**src/rtl/axi_dma_pkg.sv**
```systemverilog
// Shared types for the AXI DMA performance-monitoring path.
//   dma_perf_t    : free-running counter bus from the perf-counter stage
//   perf_sample_t : one closed-window record (index tag + four 32-bit deltas)
package axi_dma_pkg;

    localparam int unsigned PerfMinWindow = 2;
    localparam int unsigned PerfIdxWidth  = 16;

    typedef struct packed {
        logic [31:0] r_bw;
        logic [31:0] w_bw;
        logic [31:0] dma_busy_cnt;
        logic [31:0] completed_id;
    } dma_perf_t;

    typedef struct packed {
        logic [PerfIdxWidth-1:0] idx;
        logic [31:0]             r_bytes;
        logic [31:0]             w_bytes;
        logic [31:0]             busy;
        logic [31:0]             xfers;
    } perf_sample_t;

    // Differences are modulo 2^32, so an upstream counter wrap still yields the true delta.
    function automatic perf_sample_t perf_delta(input dma_perf_t cur, input dma_perf_t base,
                                                input logic [PerfIdxWidth-1:0] idx);
        perf_sample_t s;
        s.idx     = idx;
        s.r_bytes = cur.r_bw         - base.r_bw;
        s.w_bytes = cur.w_bw         - base.w_bw;
        s.busy    = cur.dma_busy_cnt - base.dma_busy_cnt;
        s.xfers   = cur.completed_id - base.completed_id;
        return s;
    endfunction

endpackage

```
**src/rtl/axi_dma_perf_sample_fifo.sv**
```systemverilog
// Small synchronous FIFO of perf_sample_t records.
//   clk_i, rst_i (sync, active-high), flush_i (empties FIFO)
//   push_i/data_i   : write; accepted when not full, or when full with a pop in the same cycle
//   pop_i/data_o    : read of head; ignored while empty; data_o is zero while empty
//   full_o, empty_o, fill_o : occupancy status
module axi_dma_perf_sample_fifo
    import axi_dma_pkg::*;
#(
    parameter int unsigned DEPTH = 4
) (
    input  logic                     clk_i,
    input  logic                     rst_i,
    input  logic                     flush_i,
    input  logic                     push_i,
    input  perf_sample_t             data_i,
    input  logic                     pop_i,
    output perf_sample_t             data_o,
    output logic                     full_o,
    output logic                     empty_o,
    output logic [$clog2(DEPTH):0]   fill_o
);

    localparam int unsigned AW = $clog2(DEPTH);

    perf_sample_t   mem [DEPTH];
    logic [AW-1:0]  wr_ptr_q;
    logic [AW-1:0]  rd_ptr_q;
    logic [AW:0]    count_q;
    logic           do_push;
    logic           do_pop;

    assign empty_o = (count_q == '0);
    assign full_o  = (count_q == (AW+1)'(DEPTH));
    assign fill_o  = count_q;
    assign data_o  = empty_o ? '0 : mem[rd_ptr_q];

    assign do_pop  = pop_i & ~empty_o;
    assign do_push = push_i & (~full_o | do_pop);

    always_ff @(posedge clk_i) begin
        if (do_push) begin
            mem[wr_ptr_q] <= data_i;
        end
    end

    always_ff @(posedge clk_i) begin
        if (rst_i || flush_i) begin
            wr_ptr_q <= '0;
            rd_ptr_q <= '0;
            count_q  <= '0;
        end else begin
            if (do_push) wr_ptr_q <= wr_ptr_q + 1'b1;
            if (do_pop)  rd_ptr_q <= rd_ptr_q + 1'b1;
            case ({do_push, do_pop})
                2'b10:   count_q <= count_q + 1'b1;
                2'b01:   count_q <= count_q - 1'b1;
                default: count_q <= count_q;
            endcase
        end
    end

endmodule

```
**src/rtl/axi_dma_perf_window.sv**
```systemverilog
// Converts free-running DMA perf counters into per-window delta samples.
//   clk_i, rst_i (sync, active-high)
//   enable_i        : windowing active; rising edge starts a fresh window
//   clear_i         : flush FIFO, clear overflow/drop count, restart window index
//   window_cycles_i : window length (min 2), latched on enable rising edge
//   dma_perf_i      : counter bus
//   sample_o/sample_valid_o/sample_ready_i : head-of-FIFO record, valid/ready drain
//   fill_o, overflow_o (sticky), drop_cnt_o (saturating) : FIFO status
module axi_dma_perf_window
    import axi_dma_pkg::*;
#(
    parameter int unsigned FIFO_DEPTH = 4,
    parameter int unsigned IDX_WIDTH  = 16
) (
    input  logic                          clk_i,
    input  logic                          rst_i,
    input  logic                          enable_i,
    input  logic                          clear_i,
    input  logic [31:0]                   window_cycles_i,
    input  dma_perf_t                     dma_perf_i,
    output perf_sample_t                  sample_o,
    output logic                          sample_valid_o,
    input  logic                          sample_ready_i,
    output logic [$clog2(FIFO_DEPTH):0]   fill_o,
    output logic                          overflow_o,
    output logic [15:0]                   drop_cnt_o
);

    logic                 en_q;
    logic [31:0]          timer_q;
    logic [31:0]          win_len_q;
    logic [31:0]          win_len_next;
    dma_perf_t            base_q;
    logic [IDX_WIDTH-1:0] idx_q;
    logic                 overflow_q;
    logic [15:0]          drop_q;

    logic                 start;
    logic                 running;
    logic                 close;
    logic                 push;
    logic                 pop;
    logic                 drop;
    logic                 fifo_full;
    logic                 fifo_empty;
    perf_sample_t         record;

    assign start        = enable_i & ~en_q;
    assign running      = enable_i & en_q;
    assign close        = running & (timer_q == win_len_q - 32'd1);
    // A window closing together with clear_i is discarded.
    assign push         = close & ~clear_i;
    assign pop          = sample_valid_o & sample_ready_i;
    assign drop         = push & fifo_full & ~pop;
    assign win_len_next = (window_cycles_i < 32'(PerfMinWindow)) ? 32'(PerfMinWindow)
                                                                 : window_cycles_i;
    assign record       = perf_delta(dma_perf_i, base_q, PerfIdxWidth'(idx_q));

    always_ff @(posedge clk_i) begin
        if (rst_i) begin
            en_q       <= 1'b0;
            timer_q    <= '0;
            win_len_q  <= '0;
            base_q     <= '0;
            idx_q      <= '0;
            overflow_q <= 1'b0;
            drop_q     <= '0;
        end else begin
            en_q <= enable_i;
            if (start) win_len_q <= win_len_next;
            if (clear_i) begin
                overflow_q <= 1'b0;
                drop_q     <= '0;
                idx_q      <= '0;
                if (enable_i) begin
                    base_q  <= dma_perf_i;
                    timer_q <= '0;
                end
            end else begin
                // Close re-baselines on the same edge so windows are back-to-back.
                if (start || close) begin
                    base_q  <= dma_perf_i;
                    timer_q <= '0;
                    if (close) idx_q <= idx_q + 1'b1;
                end else if (running) begin
                    timer_q <= timer_q + 32'd1;
                end
                if (drop) begin
                    overflow_q <= 1'b1;
                    if (drop_q != '1) drop_q <= drop_q + 16'd1;
                end
            end
        end
    end

    axi_dma_perf_sample_fifo #(
        .DEPTH (FIFO_DEPTH)
    ) u_fifo (
        .clk_i   (clk_i),
        .rst_i   (rst_i),
        .flush_i (clear_i),
        .push_i  (push),
        .data_i  (record),
        .pop_i   (pop),
        .data_o  (sample_o),
        .full_o  (fifo_full),
        .empty_o (fifo_empty),
        .fill_o  (fill_o)
    );

    assign sample_valid_o = ~fifo_empty;
    assign overflow_o     = overflow_q;
    assign drop_cnt_o     = drop_q;

endmodule

```
**config.mk**
```make
export PLATFORM = sky130hd
export DESIGN_NAME = axi_dma_perf_window
export DESIGN_NICKNAME = d
export VERILOG_FILES = /design/src/rtl/axi_dma_pkg.sv /design/src/rtl/axi_dma_perf_sample_fifo.sv /design/src/rtl/axi_dma_perf_window.sv
export SDC_FILE = /design/constraint.sdc
export NUM_CORES = 1
export LEC_CHECK = 0
export BUFFER_PORTS_ARGS = -buffer_cell sky130_fd_sc_hd__buf_2
export CAP_MARGIN = 20
export CORE_AREA = 2 2 255 257
export DETAILED_ROUTE_END_ITERATION = 10
export DIE_AREA = 0 0 257 259
export PLACE_DENSITY = 0.9
export SLEW_MARGIN = 20
export SYNTH_ARGS = -nofsm -noshare
export SYNTH_HDL_FRONTEND = slang
export SYNTH_SLANG_ARGS = --single-unit
export TNS_END_PERCENT = 30
```
**constraint.sdc**
```tcl
create_clock -name clk_i -period 8.3 [get_ports clk_i]
set_clock_uncertainty 0.15 [all_clocks]
set_input_delay 0.415 -clock clk_i [delete_from_list [all_inputs] [get_ports clk_i]]
set_output_delay 0.415 -clock clk_i [all_outputs]
set_load 0.02 [all_outputs]
```
## Word-level counts from Yosys, hierarchy flattened

Memory sizes are Yosys's and may differ from the RTL's. A register that Yosys moved wholly into a read port is not among the register bits.
Index checks and enable logic that the tools add are counted.

- Word-level logic and storage cells: 73
- Register bits after elaboration: 233
- Bits in writable memories: 576
- Output and inout bits: 165
- Bits of input ports: 165
- Memories: 1

Memories:

| memory | depth | width | read ports | clocked after memory_dff | write ports | line | source |
|---|---|---|---|---|---|---|---|
| u_fifo.mem | 4 | 144 | 1 | 1 | 1 | axi_dma_perf_sample_fifo.sv:25 | `perf_sample_t mem [DEPTH];` |

- Reduce and logical (&&, ||, !) cells: 11
- Order comparisons: 1
- Equality and inequality tests: 6
- Bitwise operators: 15
- Add/subtract/negate cells: 12
- Multiplexer cells: 14

Operators with widths:

| kind | number |
|---|---|
| 2-to-1 mux 128 bit | 3 |
| 2-to-1 mux 32 bit | 5 |
| 2-to-1 mux 144 bit | 1 |
| subtractor 32 bit | 4 |
| adder 16 x 1 -> 16 bit (second input constant) | 2 |
| adder 32 x 1 -> 32 bit (second input constant) | 1 |
| == test 32 bit | 1 |
| less-than comparator 32 x 2 -> 1 bit (second input constant) | 1 |
| subtractor 32 x 1 -> 32 bit (second input constant) | 1 |
| != test 16 bit (second input constant) | 1 |
| bitwise AND 1 bit | 9 |
| AND reduction 2 bit | 4 |
| one-hot mux 3 bit (2 select lines) | 1 |
| NOT 1 bit | 5 |
| adder 2 x 1 -> 2 bit (second input constant) | 2 |
| 2-to-1 mux 2 bit | 2 |
| nonzero test 2 bit | 2 |
| adder 3 x 1 -> 3 bit (second input constant) | 1 |
| == test 3 bit (second input constant) | 1 |
| logical NOT 3 bit | 1 |
| nonzero test 3 bit | 1 |
| subtractor 3 x 1 -> 3 bit (second input constant) | 1 |
| == test 2 x 1 -> 1 bit (second input constant) | 1 |
| == test 2 bit (second input constant) | 1 |
| other kinds (5) | 7 |

## Depth between registers and ports, before layout

- Depth after elaboration: 8
- Gate-level depth with buffers: 17
- Mapped depth without buffers: 16

## Cells and area by module

From an unflattened synthesis, not the netlist that was laid out.

- Cell total of the unflattened synthesis: 3211
- Area total of the unflattened synthesis: 38489.4 µm²

By module, submodules not included:

| module | instances | sequential area each (µm²) | area each (µm²) | cells each |
|---|---|---|---|---|
| axi_dma_perf_sample_fifo | 1 | 17476.8 | 22275.1 | 981 |
| axi_dma_perf_window | 1 | 4524.3 | 16214.3 | 2230 |

## Worst setup path after synthesis

OpenSTA, ideal clock, no wires.

- Kind: register -> register
- From: register win_len_q[20]
- To: memory u_fifo.mem[0][0] (netlist bit) (enable)
- Stages on the path, launching flop included: 11
- Path slack: 1.726 ns
- Setup time: 0.521 ns
- Clock period less this slack: 6.574 ns
- Path buffers: 1
- Arrival: 5.903 ns
- Required time: 7.629 ns
- Path through: dfxtp_1 > buf_6 > or4_4 > or4_4 > o41ai_2 > and4bb_1 > a41o_1 > o211a_1 > nand4_1 > nor3_1 > and2_1

- Longest elaborated chain between the ends: 7

RTL lines:

| what | line | source |
|---|---|---|
| from (decl) | axi_dma_perf_window.sv:31 | `logic [31:0] win_len_q;` |
| from (signal assigned) | axi_dma_perf_window.sv:70 | `if (start) win_len_q <= win_len_next;` |
| subtractor 32 x 1 -> 32 bit | axi_dma_perf_window.sv:50 | `assign close = running & (timer_q == win_len_q - 32'd1);` |
| == test 32 bit | axi_dma_perf_window.sv:50 |  |
| bitwise AND 1 bit | axi_dma_perf_window.sv:50 |  |
| bitwise AND 1 bit | axi_dma_perf_window.sv:52 | `assign push = close & ~clear_i;` |
| bitwise AND 1 bit | axi_dma_perf_sample_fifo.sv:38 | `assign do_push = push_i & (~full_o \| do_pop);` |
| 2-to-1 mux 1 bit | axi_dma_perf_sample_fifo.sv:41 | `if (do_push) begin` |
| 2-to-1 mux 1 bit (implied by the code) | axi_dma_perf_sample_fifo.sv:42 | `mem[wr_ptr_q] <= data_i;` |
| to (decl) | axi_dma_perf_sample_fifo.sv:25 |  |

Every way passes these cells.

## Worst setup path after layout

- From: register win_len_q[0]
- To: register base_q[98] (netlist bit)

- Longest elaborated chain between the ends: 6

RTL lines:

| what | line | source |
|---|---|---|
| subtractor 32 x 1 -> 32 bit | axi_dma_perf_window.sv:50 |  |
| == test 32 bit | axi_dma_perf_window.sv:50 |  |
| bitwise AND 1 bit | axi_dma_perf_window.sv:50 |  |
| logical OR 1 bit | axi_dma_perf_window.sv:81 | `if (start \|\| close) begin` |
| nonzero test 2 bit (no line) | n/a |  |
| AND reduction 2 bit (no line) | n/a |  |
| to (signal assigned) | axi_dma_perf_window.sv:76 | `base_q <= dma_perf_i;` |
| to (signal assigned) | axi_dma_perf_window.sv:82 | `base_q <= dma_perf_i;` |
| to (decl) | axi_dma_perf_window.sv:33 | `dma_perf_t base_q;` |

Every way passes these cells.
A chain may end at the register's enable or synchronous reset.

==> results.txt <==
330 I/O pins were placed. The cell accounting for the most synthesized area is sky130_fd_sc_hd__edfxtp_1. The hold violation total from the final report is 0. The number of nets produced by synthesis came out at 3424. The predominant post-synthesis flop cell is sky130_fd_sc_hd__edfxtp_1. The total congestion overflow after global routing is 0. The arrival time at the worst endpoint came out at 5.77 ns.

The tightest hold path in the finished design has a slack of 0.0768 ns. The clock buffer count from CTS is 83. By count the netlist is led by 576 x sky130_fd_sc_hd__edfxtp_1, 396 x sky130_fd_sc_hd__nand2_1, 270 x sky130_fd_sc_hd__a21oi_1. Global routing used 30.0% of the available tracks.

The detailed router finished its first iteration with 3095 violations. The fmax came out at 183 MHz. The die span in x is 257 microns.

The standard cell area after detailed placement came out at 0.0404 sq mm. The flow ran to the end, and the final reports show no timing, DRC or antenna violations. Together, buffers and inverters on the worst path number 3.

The count of distinct cell types in the synthesized netlist came out at 78. The maximum number of pins on one net before global-route repair is 145. The number of warnings printed during yosys synthesis came out at 0.

The number of iterations in the first detailed-routing pass is 10. The share of synthesized area occupied by flip-flops and latches came out at 57.8%. The initial antenna violation count was 17. Row generation in the floorplan step produced 93 rows. For this configuration, the core starts out at a cell density of 59.6%.

The number of synthesized flops with an enable pin is 576. Across all layers, the routed design uses 27700 vias. Once detail routing completed, the nets flagged for antenna violations numbered 0.

Among all stages on the critical path, the largest delay is contributed by sky130_fd_sc_hd__buf_4. The CTS tree is yes. In this run the static leakage power is 0.0165 uW. By area the synthesized netlist is led by sky130_fd_sc_hd__edfxtp_1 45%, sky130_fd_sc_hd__dfxtp_1 12%, sky130_fd_sc_hd__mux4_2 8.5%, sky130_fd_sc_hd__ha_1 4.3%, sky130_fd_sc_hd__nand2_1 3.9%. Once layout is complete, the utilization of the core stands at 70.1%. Clock latency on the worst-skew pair, taken at its later pin, is 0.63 ns.

The post-CTS setup repair buffer count is 0. After synthesis, the largest area contributor takes up 45.4% of total cell area. The maximum clock insertion buffer count came out at 3.

The via density per instance came out at 6.15. Setup violations remaining at the end of the flow were counted as 0. For the final routed database, the setup TNS stands at 0 ns. The maximum resistive drop on vdd is 0.135 mV. The global-route wire length before repair is 155000 microns. The worst relative slew slack is 24.7%. The synthesized area per cell is 12.2 sq um.

Of the available clock period, the critical path in the final layout requires 65.7%. The clock input transition at the sequential cells of the worst setup and hold paths came out at 0.07 ns. At the end of routability-driven placement, the weighted congestion stood at 0.938. The synthesized design contains 811 register bits. STA classifies the critical path endpoint as a flip-flop. The cell that appears most often on the critical path is sky130_fd_sc_hd__buf_4. The critical path in this run is classified as reg2reg. The minimum clock period after layout came out at 5.45 ns.

The synthesized instance count came out at 3122. In the final layout, the share of cells above drive strength 1 is 17.8%. The simple logic cell fraction of the synthesized area is 12.4%. The slew at the pin closest to its max-slew limit came out at 1.13 ns. The share of async-settable or async-resettable flops after synthesis came out at 0%. The max capacitance violation total came out at 0.

The worst reg2reg path startpoint is win_len_q[0]. The floorplan step defined a die boundary enclosing 0.0666 sq mm. After Yosys synthesis, full adders, half adders and majority gates account for 4.60% of the synthesized area.

The signal on the critical path passes through inv_1, ha_1, or3b_2, or4_1, xnor2_1, nor3_1, and4_1, and3_1, o21ai_4, buf_4, buf_4, nand2_1, a21oi_1. The core area came out at 0.0639 sq mm. The most used standard cell by instance count after synthesis is sky130_fd_sc_hd__edfxtp_1. The CTS sink count came out at 811. The post-synthesis instance area came out at 0.0381 sq mm. The sum of routed wire length over all layers came out at 102000 microns. The number of buffers inserted by port buffering is 329. The total power per unit cell area is 208 mW/mm^2. Compared with the post-synthesis result, the final layout area differs by 17.6%.

The layout net count is 3878. The worst setup path is launched from a flip-flop. The number of remaining DRC errors came out at 0. Setup repair after global routing left no endpoint under its margin. The most critical setup path has its startpoint at win_len_q[0]. The path class of the tightest hold or removal check is in2reg. Clock tree synthesis selected as its root buffer the cell sky130_fd_sc_hd__clkbuf_16.

By area, the combinational part of the netlist is dominated by simple AND/OR/NAND/NOR gates. On the worst path, the slowest cell contributes a delay of 0.87 ns. The die extent in y came out at 259 microns. The average wire per cell in the routed design came out at 22.6 microns. Among cell families on the critical path, the largest total delay comes from simple AND/OR/NAND/NOR gates. At the worst endpoint, the required time is 8.62 ns. The worst hold path begins at window_cycles_i[0].

The highest net fanout along the worst path came out at 82. The overall power is 9330 uW. Summing the areas of all compound-gate instances in the mapped netlist gives 8.59% of the synthesized area. The xor and xnor fraction of the mapped netlist area came out at 4.69%. The portion of netlist area occupied by mux cells came out at 8.71%. The via count of the first global-routing pass is 27800. The summed area of non-filler cells in the final layout came out at 0.0448 sq mm. The H-tree generated during clock tree synthesis spans 3 levels. The count of pins over their slew limit is 0. The HPWL after detailed placement came out at 57700 microns.
## through the flow
| step | worst slack, ns | std cells |
|---|---|---|
| finish | 2.85 | 4512 |
| global route | 2.54 | 4511 |
| CTS | 3.04 | 4501 |
| detailed placement | 3.15 | 4188 |
| global placement | 3.31 | 4188 |
| floorplan | 1.73 | 3122 |
## layout make-up
type	count	area [sq um]
fillers	3979	19100
flip-flops and latches	811	22000
repair buffers	502	3410
inverters	171	642
well taps	855	1070
clock inverters	45	423
multi-input cells	2007	14900
diodes	11	27.5
clock buffers	110	2300
## routing by layer
metal	up-vias	global-route usage, %	share of wire, %
met5	-	0	0.078
met4	14	17.8	6.0
met3	446	6.28	9.4
met2	1717	49.1	48
met1	13300	37.0	37
li1	12300	-	-
## worst register-to-register path: cells and delay by family (launching register included)
| family | cells | cell delay, ns |
|---|---|---|
| and+or+nand+nor | 6 | 2.02 |
| buffers and inverters | 3 | 1.47 |
| AOI/OAI and AO/OA | 2 | 0.88 |
| DFF | 1 | 0.36 |
| xor gates and xnor gates | 1 | 0.24 |
| adders and majority gates | 1 | 0.18 |
## final timing paths
path / endpoint / slack, ns / cells after the start
hold / removal: win_len_q[0] / 0.08 / 3
setup reg to reg: base_q[98] / 2.85 / 13
hold reg to reg: base_q[78] / 0.30 / 2
setup / recovery: base_q[98] / 2.85 / 13
## where the power goes
group          switching [uW]  internal, uW  total, uW
registers                36.8          4510       4540
logic                     661           394       1050
clock network            1580          2150       3740
total                    2280          7050       9330
## timing repair
item | 4_1_cts | 5_1_grt
hold endpoints to repair | 158 | 0
hold buffers | 158 | 0
endpoints found under the setup margin | 0 | 0
resized for setup | 0 | 0
## placed cells by master (no fill, tap or decap), drive strengths merged, types with 26 or more instances in the layout
cell type,count
mux4,144
nand2b,26
dlygate4sd3,158
xnor2,111
clkinv,30
nand2,396
a21o,49
clkbuf,110
inv,177
o21ai,75
dfxtp,235
xor2,93
nor2b,29
nand3,51
nor2,144
nor3,40
and2,159
ha,132
o21a,30
edfxtp,576
a21oi,270
buf,344
nand4,32
## kinds of logic (layout without fill, tap and decap cells)
group | after synthesis | after routing
compound gates | 541 | 541
xor+xnor | 204 | 204
fa+ha+maj | 137 | 137
buf+inv | 304 | 828
flops | 811 | 811
mux | 151 | 151
other cells | 0 | 11
simple gates | 974 | 974
## flip-flops by register name (all words and copies together), names as in the netlist, named ones only
register and flops:
win_len_q 32, u_fifo.wr_ptr_q 2, u_fifo.fill_o 3, idx_q 16
overflow_o 1, timer_q 32, u_fifo.mem 576, base_q 128
drop_cnt_o 16, u_fifo.rd_ptr_q 2, en_q 1
Power figures use the tool's default switching activity.
